## src/rtl/gpio_ctrl.sv

```systemverilog
// gpio_ctrl - memory-mapped GPIO peripheral.
//
// Each pin has an output register and a direction register. Inputs pass
// through a 2-flop synchronizer. Rising edges are captured in sticky EDGE bits
// that are cleared by writing 1s (W1C), and irq is a level interrupt.
// Read data is registered, so a read has one cycle of latency.
//
// Register map (word offset = gpio_addr[4:2]):
//   0 OUT (RW)   1 DIR (RW)   2 IN (RO)   3 EDGE (R/W1C)   4 IRQ_EN (RW)
//   5 OUT_SET (WO)   6 OUT_CLR (WO)   7 reserved
//   Write-only and reserved offsets read as 0. Bits at or above N_GPIO read as 0.
//
// Ports:
//   clk, reset          clock and synchronous active-high reset
//   gpio_we             write strobe, already qualified by the GPIO select
//   gpio_addr           byte address; only bits [4:2] are decoded
//   gpio_wdata          write data
//   gpio_rdata          registered read data
//   pin_in              asynchronous pad inputs
//   pin_out, pin_oe     pad output values and output enables (1 = drive)
//   irq                 |(EDGE & IRQ_EN)
//
// Optional feature: define GPIO_DEBOUNCE_EN to add a per-pin debounce stage.
// A synchronized input is accepted only after it has differed from the
// accepted value for DEBOUNCE_CYCLES consecutive cycles.

module gpio_ctrl #(
   parameter int unsigned N_GPIO          = 16,
   parameter int unsigned DEBOUNCE_CYCLES = 4
) (
   input  logic              clk,
   input  logic              reset,
   input  logic              gpio_we,
   input  logic [31:0]       gpio_addr,
   input  logic [31:0]       gpio_wdata,
   output logic [31:0]       gpio_rdata,
   input  logic [N_GPIO-1:0] pin_in,
   output logic [N_GPIO-1:0] pin_out,
   output logic [N_GPIO-1:0] pin_oe,
   output logic              irq
);

   typedef enum logic [2:0] {
      OFF_OUT     = 3'd0,
      OFF_DIR     = 3'd1,
      OFF_IN      = 3'd2,
      OFF_EDGE    = 3'd3,
      OFF_IRQ_EN  = 3'd4,
      OFF_OUT_SET = 3'd5,
      OFF_OUT_CLR = 3'd6,
      OFF_RSVD    = 3'd7
   } reg_off_e;

   if (N_GPIO < 1 || N_GPIO > 32 || DEBOUNCE_CYCLES < 1) begin : g_bad_param
      $error("gpio_ctrl: N_GPIO must be 1..32 and DEBOUNCE_CYCLES >= 1");
   end

   reg_off_e          off;
   logic [N_GPIO-1:0] wd;
   logic [N_GPIO-1:0] out_q;
   logic [N_GPIO-1:0] dir_q;
   logic [N_GPIO-1:0] edge_q;
   logic [N_GPIO-1:0] irq_en_q;
   logic [N_GPIO-1:0] sync1_q;
   logic [N_GPIO-1:0] sync2_q;
   logic [N_GPIO-1:0] prev_q;
   logic [N_GPIO-1:0] acc;
   logic [N_GPIO-1:0] edge_clr;
   logic [N_GPIO-1:0] edge_set;
   logic [31:0]       rd_mux;
   logic              unused_bits;

   assign off         = reg_off_e'(gpio_addr[4:2]);
   assign wd          = gpio_wdata[N_GPIO-1:0];
   assign unused_bits = ^{gpio_addr[31:5], gpio_addr[1:0], gpio_wdata};

   // Input synchronizer and the previous-accepted-value flop used for edge detection.
   always_ff @(posedge clk) begin
      if (reset) begin
         sync1_q <= '0;
         sync2_q <= '0;
         prev_q  <= '0;
      end else begin
         sync1_q <= pin_in;
         sync2_q <= sync1_q;
         prev_q  <= acc;
      end
   end

`ifdef GPIO_DEBOUNCE_EN
   localparam int unsigned   CW       = $clog2(DEBOUNCE_CYCLES + 1);
   localparam logic [CW-1:0] CNT_LAST = CW'(DEBOUNCE_CYCLES - 1);

   logic [CW-1:0]     cnt_q [N_GPIO];
   logic [N_GPIO-1:0] acc_q;

   // The counter tracks how long sync2 has disagreed with the accepted value.
   // The new value is taken on the DEBOUNCE_CYCLES-th consecutive mismatch.
   always_ff @(posedge clk) begin
      if (reset) begin
         acc_q <= '0;
         for (int unsigned i = 0; i < N_GPIO; i++) begin
            cnt_q[i] <= '0;
         end
      end else begin
         for (int unsigned i = 0; i < N_GPIO; i++) begin
            if (sync2_q[i] != acc_q[i]) begin
               if (cnt_q[i] == CNT_LAST) begin
                  acc_q[i] <= sync2_q[i];
                  cnt_q[i] <= '0;
               end else begin
                  cnt_q[i] <= cnt_q[i] + CW'(1);
               end
            end else begin
               cnt_q[i] <= '0;
            end
         end
      end
   end

   assign acc = acc_q;
`else
   assign acc = sync2_q;
`endif

   // A rising edge detected in the same cycle as a W1C of that bit keeps the bit set.
   assign edge_clr = (gpio_we && off == OFF_EDGE) ? wd : '0;
   assign edge_set = acc & ~prev_q;

   always_ff @(posedge clk) begin
      if (reset) begin
         out_q    <= '0;
         dir_q    <= '0;
         irq_en_q <= '0;
         edge_q   <= '0;
      end else begin
         edge_q <= (edge_q & ~edge_clr) | edge_set;
         if (gpio_we) begin
            case (off)
               OFF_OUT:     out_q    <= wd;
               OFF_DIR:     dir_q    <= wd;
               OFF_IRQ_EN:  irq_en_q <= wd;
               OFF_OUT_SET: out_q    <= out_q | wd;
               OFF_OUT_CLR: out_q    <= out_q & ~wd;
               default:     ;
            endcase
         end
      end
   end

   // The read mux sees the pre-write register values, so a read and a write
   // to the same address in one cycle return the old contents.
   always_comb begin
      rd_mux = '0;
      case (off)
         OFF_OUT:    rd_mux[N_GPIO-1:0] = out_q;
         OFF_DIR:    rd_mux[N_GPIO-1:0] = dir_q;
         OFF_IN:     rd_mux[N_GPIO-1:0] = acc;
         OFF_EDGE:   rd_mux[N_GPIO-1:0] = edge_q;
         OFF_IRQ_EN: rd_mux[N_GPIO-1:0] = irq_en_q;
         default:    ;
      endcase
   end

   always_ff @(posedge clk) begin
      if (reset) begin
         gpio_rdata <= '0;
      end else begin
         gpio_rdata <= rd_mux;
      end
   end

   assign pin_out = out_q;
   assign pin_oe  = dir_q;
   assign irq     = |(edge_q & irq_en_q);

endmodule
```

## config.mk

```make
export PLATFORM = sky130hd
export DESIGN_NAME = gpio_ctrl
export DESIGN_NICKNAME = d
export VERILOG_FILES = /design/src/rtl/gpio_ctrl.sv
export SDC_FILE = /design/constraint.sdc
export NUM_CORES = 1
export LEC_CHECK = 0
export ABC_CLOCK_PERIOD_IN_PS = 2400
export CAP_MARGIN = 20
export CORE_MARGIN = 2
export CORE_UTILIZATION = 48
export DETAILED_ROUTE_END_ITERATION = 6
export HOLD_SLACK_MARGIN = 0.08
export PLACE_DENSITY_LB_ADDON = 0.08
export SYNTH_ARGS = -nofsm -noshare
export SYNTH_HDL_FRONTEND = slang
export SYNTH_SLANG_ARGS = --single-unit
```

## constraint.sdc

```tcl
create_clock -name clk -period 2.4 [get_ports clk]
set_clock_uncertainty 0.1 [all_clocks]
set_input_delay 0.72 -clock clk [delete_from_list [all_inputs] [get_ports clk]]
set_output_delay 0.72 -clock clk [all_outputs]
set_load 0.02 [all_outputs]
```

Word level (Yosys, flattened, before mapping) --
Index checks and enable logic that the tools add are counted.
Cells by class: equality and inequality tests 6, multiplexer cells 3, bitwise gates (word level) 9, reduce and logical (&&, ||, !) cells 7
Operators by type and width (number):
- $pmux 16 s5 | 1
- $and 16x16->16 | 4
- $not 16->16 | 3
- $pmux 16 s3 | 1
- $or 16x16->16 | 2
- $mux 16 | 1
- $reduce_or 16->1 | 1
- $eq 3x3->1 const B | 3
- $eq 3x2->1 const B | 2
- $reduce_and 2->1 | 3
- $eq 3x1->1 const B | 1
- $logic_not 3->1 | 1
- $reduce_bool 3->1 | 1
- $logic_and 1x1->1 | 1
Storage, ports and cells: flip-flop bits (word level) 144, input port bits 83, output and inout port bits 65, word-level logic and storage cells 34

Depth between registers and ports, before layout --
Gate-level depths: netlist of run 1.
word-level depth 6, depth in mapped cells 6, gate-level depth less buffers 3

Worst setup path before layout of run 1 --
Ideal clock, no wire load.
path type input port to flip-flop, start input gpio_addr[3], end register out_q[4] (netlist: pin_out[4]), library setup time 117 ps, arrival time 1671 ps, required time 2183 ps, setup slack 512 ps, cell stages on the path 5, path buffers 2, path through buf_6 -> nor4b_1 -> nor2_1 -> buf_2 -> a32o_1
On the way: cells in the longest elaborated chain, start to end 3, elaborated cells between the ends (all ways) 6, classes of those cells eq/ne: 2; mux: 1; reduce/logical: 3
RTL lines:
- from (decl) | line 34 | input logic [31:0] gpio_addr,
- $eq 3x3->1 or $logic_not 3->1 (tied branches) | line 139 | case (off)
- $reduce_bool 3->1 (no line)
- $reduce_and 2->1 (no line)
- to (signal assigned) | line 140 | OFF_OUT: out_q <= wd;
- to (signal assigned) | line 143 | OFF_OUT_SET: out_q <= out_q | wd;
- to (signal assigned) | line 144 | OFF_OUT_CLR: out_q <= out_q & ~wd;
- to (decl) | line 60 | logic [N_GPIO-1:0] out_q;
Parallel ways exist; a longest one is shown, timed or not. A chain may end at the register's enable or synchronous reset.

Final worst setup path of run 1 --
start register irq_en_q[9], end output irq
On the way: cells in the longest elaborated chain, start to end 2
RTL lines:
- from (decl) | line 63 | logic [N_GPIO-1:0] irq_en_q;
- from (signal assigned) | line 142 | OFF_IRQ_EN: irq_en_q <= wd;
- $and 16x16->16 | line 175 | assign irq = |(edge_q & irq_en_q);
- $reduce_or 16->1 | line 175
- to (decl) | line 40 | output logic irq
Every way passes these cells.

==> results of run 1 <==
-- layer usage --
metal | part of all wire [%] | track usage (%) | vias to the layer above
met4 | 1.9 | 8.79 | 0
met2 | 43 | 32.0 | 202
met5 | 0 | 0 | -
met1 | 47 | 30.7 | 1943
met3 | 8.6 | 5.06 | 24
li1 | - | - | 2075
-- worst max-delay path, cell delays in order, from the launching register on --
cell and delay, ps:
dfxtp_1 330, a22o_1 230, a221oi_2 210, nand4_1 190, buf_6 180
-- cell families after synthesis --
group / after synthesis
AO/OA/AOI/OAI: 120
XOR/XNOR: 2
AND/OR/NAND/NOR: 219
multiplexers: 17
flip-flops: 128
buffers and inverters: 77
other: 1
-- cell type report --
class | instances | area share [%]
Inverter | 16 | 0.865
Clock buffer | 18 | 6.16
Timing Repair Buffer | 114 | 16.4
Sequential cell | 128 | 37.0
Clock inverter | 14 | 3.60
Multi-Input combinational cell | 374 | 33.5
Tap cell | 140 | 2.52
-- stage by stage --
stage | total power [mW] | setup TNS [ps] | cell area, µm² | hold WS (ps) | setup WS [ps]
global route | 5.82 | -128 | 6950 | 350 | -128
finish | 5.64 | -83.1 | 6950 | 335 | -83.1
floorplan | 2.56 | 0 | 5280 | 314 | 512
CTS | 5.66 | -68.0 | 6930 | 338 | -68.0
detailed placement | 2.75 | -8760 | 6230 | 324 | -330
global placement | 2.73 | -7000 | 6230 | 317 | -277
-- cell usage after synthesis (16+ instances only) --
cell type,n
nand3b_1,30
nand3_1,16
inv_1,16
a32o_1,16
o31a_1,16
buf_2,16
nor2_1,17
a21oi_1,63
o21ai_0,16
dfxtp_1,128
nand2_1,64
nand2b_1,17
nor2b_1,48
buf_4,19
mux2i_1,17
-- placed cells by master (no fill, tap or decap), drive strengths merged --
cell type,count
nand2,64
and2,1
o31a,16
dfxtp,128
nand4b,1
nor3b,15
buf,31
nand2b,17
clkinv,3
nor2b,48
nand3,16
inv,21
nand4bb,2
and4bb,1
nor4bb,2
clkdlybuf4s50,83
mux2i,17
a22o,4
xor2,2
a221oi,4
nand3b,30
bufinv,6
clkbuf,18
a21oi,64
nor2,17
nor3,1
o21ai,16
a32o,16
nand4,1
conb,16
or2,1
nor4b,2
-- flip-flops by register name, indices dropped and copies added, names as in the netlist --
signal      cells
acc            16
gpio_rdata     16
pin_oe         16
sync1_q        16
edge_q         16
pin_out        16
prev_q         16
irq_en_q       16
-- timing repair --
action / in CTS / in global routing
gates resized for setup: 12 / 2
endpoints found under the setup margin: 1 / 1
pin swaps: 1 / 1
-- report_power, final --
| group | switching, mW | leakage [nW] | internal (mW) | total [mW] |
|---|---|---|---|---|
| Clock | 0.988 | 0.331 | 1.95 | 2.93 |
| Sequential | 0.0464 | 1.05 | 2.20 | 2.25 |
| Combinational | 0.248 | 1.17 | 0.215 | 0.464 |
-- path summary, 6_finish.rpt --
path | from | end | cells past startpoint
setup / recovery | irq_en_q[9] | irq | 4
hold / removal | sync1_q[14] | acc[14] | 1
setup reg to reg | pin_oe[14] | gpio_rdata[14] | 3
hold reg to reg | sync1_q[14] | acc[14] | 1
==> summary.md, run 1 <==
| Metric | Value |
|---|---|
| Number of DRC violations after detailed-routing iteration 0 | 424 |
| Fmax | 403 MHz |
| Multi-input combinational cell area | 2330 µm² |
| DR pass1 iterations | 5 |
| Worst rel slew slack | 38.3% |
| Fin util | approximately 65% |
| Hpwl dp | ~8900 µm |
| Top FF cell, synth | dfxtp_1 |
| Crit share post-route | 103% |
| Syn avg cell area | 9.27 µm² |
| Initial antenna violation count | 0 |
| Fill count | 895 |
| Antenna Nets Post-Route | 0 |
| # nets final | 734 |
| Depth of the CTS H-tree | 4 |
| Max_cap viols | 0 |
| Die span in x | ~110 µm |
| RSZ-0062 raised after global routing | yes |
| Row Count | 38 |
| Synth cell types | 36 |
| Pin count of the biggest net entering global routing | 74 |
| Die Span Y | 108 µm |
| First-pass GRT wire length | 19500 µm |
| Via count | 4244 |
| Post-CTS setup buffer count | 0 |
| Hold Crit Class | register to register |
| Lkg Pwr | 2.55 nW |
| Reg-to-reg slack, setup | 1270 ps |
| Worst-skew pair later-pin latency | 510 ps |
| Post-Synth XOR/XNOR Area | 0.694% |
| Adder-Cell Fraction of Synth Area | 0% |
| Endpoints failing setup | 1 |
| Initial Util | between 40 and 50% |
| Vias/cell | approximately 5.3 |
| Main combinational cell family by area after synthesis | simple AND/OR/NAND/NOR gates |
| Seq/Total Area, Yosys | 49.0% |
| CTS buffer count | 17 |
| I/O pins | 148 |
| GP Congestion | 0.875 |
| Number of port buffers | 86 |
| Gr usage total | 21.7% |
| CTS sink count | roughly 130 |
| Synth Area in Simple Gates | 23.9% |
| Share of the synthesized area in the top cell type | 49.0% |
| VDD IR-drop max | 0.555 mV |
| Final Hold Fails | 0 |
| Cell Area, Synth | around 5200 µm² |
| Slew Limit Fails | 0 |
| Vias in the first global route | 3778 |
| Mapped Cells | 564 |
| Number of synthesis warnings | 0 |
| Core area | 10700 µm² |
| Mux share of post-synthesis cell area | roughly 3.3% |
| Layout cells sized above 1 | 11.4% |
| Routed WL | 12500 µm |
| Hold buffers post-CTS | 0 |
| CTS tree | done |
| Required @ worst endpoint | 1580 ps |
| Wire per inst | around 16 µm |
| Compound-Gate Fraction of Synth Area | between 10% and 20% |
| Register bit total from synthesis | between 100 and 150 |
| PD cells | 812 nW/µm² |
| Remaining DRCs | 0 |
| P&R area growth vs syn | 32.9% |
| Dominant cell type by area after synthesis | dfxtp_1 |
| Die area | 11700 µm² |
| Status | complete, but fails checks |
| Post-synth ARST share | 0% |
| Final Non-Filler Cells | 804 |
| Final min period | 2480 ps |
| Clock Root Buffer | clkbuf_8 |
| Worst-margin pin slew | 922 ps |
| Remaining global-route overflow | 0 |
| Setup ws final | -83.1 ps |
| Worst-path fanout max | 3 |
| Top cells by area, synth | dfxtp_1 49%, a21oi_1 6.0%, nor2b_1 5.7% |
| CTS clock-pin slew for the worst setup and hold paths | 60 ps |
| Register Area | approximately 2600 µm² |
| ANT cells | 0 |
| Post-synth EDFFs | 0 |
| Worst setup EP type | output pin |
| Arrival time at the worst endpoint | 1660 ps |
| WS Path Type | register to output pin |
| Clock buffer depth | 2 |
| Failing checks | negative setup slack |
| Worst Setup Start Kind | register |
| DP Cell Count | just under 800 |
No activity file was read; power rests on OpenSTA's default activity.
==> run 2: changes to the inputs <==
--- a/config.mk
+++ b/config.mk
@@ -6,7 +6,6 @@
 export NUM_CORES = 1
 export LEC_CHECK = 0
 export ABC_CLOCK_PERIOD_IN_PS = 2400
-export CAP_MARGIN = 20
 export CORE_MARGIN = 2
 export CORE_UTILIZATION = 48
 export DETAILED_ROUTE_END_ITERATION = 6
==> summary.md, run 2 (synthesis gave the netlist of run 1 again) <==
| Metric | Value |
|---|---|
| Hold Crit Class | register to register |
| Die Span Y | 108 µm |
| CTS sink count | 128 |
| Antenna Nets Post-Route | 0 |
| Lkg Pwr | 2.54 nW |
| Gr usage total | around 22% |
| Critical path's top delay family | compound AO/OA/AOI/OAI gates |
| Multi-input combinational cell area | roughly 2300 µm² |
| Remaining global-route overflow | 0 |
| Required @ worst endpoint | 1580 ps |
| Crit share post-route | 104% |
| Final Hold Fails | 0 |
| Met1 usage | between 30 and 40% |
| Worst-margin pin slew | 1160 ps |
| Worst rel slew slack | 22.3% |
| WS Path Type | register to output pin |
| Final min period | between 2000 and 2500 ps |
| Max_cap viols | 0 |
| Wire per inst | 15.6 µm |
| Total power | 5.64 mW |
| Final Non-Filler Cells | 803 |
| Clock Root Buffer | clkbuf_8 |
| Grt met2 use | 32.0% |
| Remaining DRCs | 0 |
| CTS buffer count | 17 |
| Pin count of the biggest net entering global routing | 74 |
| Via count | 4214 |
| VDD IR-drop max | roughly 0.56 mV |
| CTS tree | done |
| Most common cell after layout, fill and taps aside | dfxtp_1 |
| Vias in the first global route | ~3.8k |
| Fmax | 401 MHz |
| I/O pins | ~150 |
| Row Count | 38 |
| Worst Setup Start Kind | register |
| Hpwl dp | 8850 µm |
| Layout cells sized above 1 | a little under an eighth |
| Worst-path fanout max | 3 |
| Slew Limit Fails | 0 |
| RSZ-0062 raised after global routing | yes |
| PD cells | 813 nW/µm² |
| Fill count | ~900 |
| # nets final | 733 |
| Number of DRC violations after detailed-routing iteration 0 | 443 |
| Slowest library cell on the worst path | dfxtp_2 |
| Failing checks | negative setup slack |
| Depth of the CTS H-tree | 4 |
| Register Area | 2570 µm² |
| Max incr delay on CP | 330 ps |
| Arrival time at the worst endpoint | 1670 ps |
| Clock buffer depth | 2 |
| Initial Util | 48.6% |
| Commonest non-fill, non-tap cells in the layout | 124 x dfxtp_1, 83 x clkdlybuf4s50_1, 64 x nand2_1 |
| P&R area growth vs syn | 32.8% |
| DP Cell Count | 771 |
| Worst-skew pair later-pin latency | about 520 ps |
| Endpoints failing setup | 1 |
| Vias/cell | 5.25 |
| Hold slack | 335 ps |
| Top Usage Layer GRT | met2 |
| Worst path cell trace | a22o_1 > a221oi_2 > nand4_1 > buf_6 |
| Status | complete, but fails checks |
| DR pass1 iterations | 5 |
| Setup ws final | -91.2 ps |
| Core area | 10700 µm² |
| Met3 global-route usage | 5.06% |
| Die span in x | roughly 110 µm |
| ANT cells | 0 |
| Bufs and invs on worst path | 1 |
| Worst setup EP type | output pin |
| Post-CTS setup buffer count | 0 |
| First-pass GRT wire length | 19500 µm |
| Number of port buffers | 86 |
| CTS clock-pin slew for the worst setup and hold paths | 60 ps |
| GP Congestion | 0.875 |
| Initial antenna violation count | 0 |
| Hold buffers post-CTS | 0 |
| Routed WL | 12500 µm |
| Die area | 11700 µm² |
run 2: cell count changes in the layout (fill, tap and decap cells not counted), sizes merged:
cell | before | now
buf | 31 | 30
run 2: cell type report:
class / instances / area share [%]
clock buffers: 18 / 6.17
repair buffers: 113 / 16.3
well taps: 140 / 2.52
clock inverters: 14 / 3.61
inverters: 16 / 0.865
flip-flops and latches: 128 / 37.0
multi-input cells: 374 / 33.6
run 2: power by group:
group	total, mW	switching (mW)	internal, mW	leakage, nW
sequential	2.25	0.0466	2.20	1.05
clock	2.93	0.985	1.95	0.331
combinational	0.462	0.248	0.214	1.17
run 2: worst paths after layout:
kind	from	end	slack (ps)	cells past startpoint
min	sync1_q[14]	acc[14]	330	1
max	edge_q[9]	irq	-90	4
max reg2reg	pin_oe[14]	gpio_rdata[14]	1260	3
min reg2reg	sync1_q[14]	acc[14]	330	1
run 2: stage by stage:
| step | instance area [µm²] | setup TNS, ps | util [%] | worst slack (ps) |
|---|---|---|---|---|
| after floorplan | 5280 | 0 | - | 512 |
| after global placement | 6230 | -7000 | 58.0 | -277 |
| after detailed placement | 6230 | -8760 | 58.0 | -330 |
| after CTS | 6930 | -68.0 | 64.5 | -68.0 |
| after global routing | 6940 | -128 | 64.6 | -128 |
| final | 6940 | -91.2 | 64.6 | -91.2 |
run 2: per-layer routing:
layer	part of all wire [%]	up-vias	wire length (µm)
li1	-	2073	-
met1	47	1942	5830
met2	43	177	5360
met3	8.4	22	1050
met4	2.0	0	252
met5	0	-	0
run 2: worst register-to-register path, stage by stage, from the launching register on:
cell and delay, ps:
dfxtp_1 330, mux2i_1 190, nor3_1 90, o31a_1 310
run 2: repair_timing:
item,in CTS,in global routing
resized for setup,12,2
endpoints found under the setup margin,1,1
pin swaps,1,1
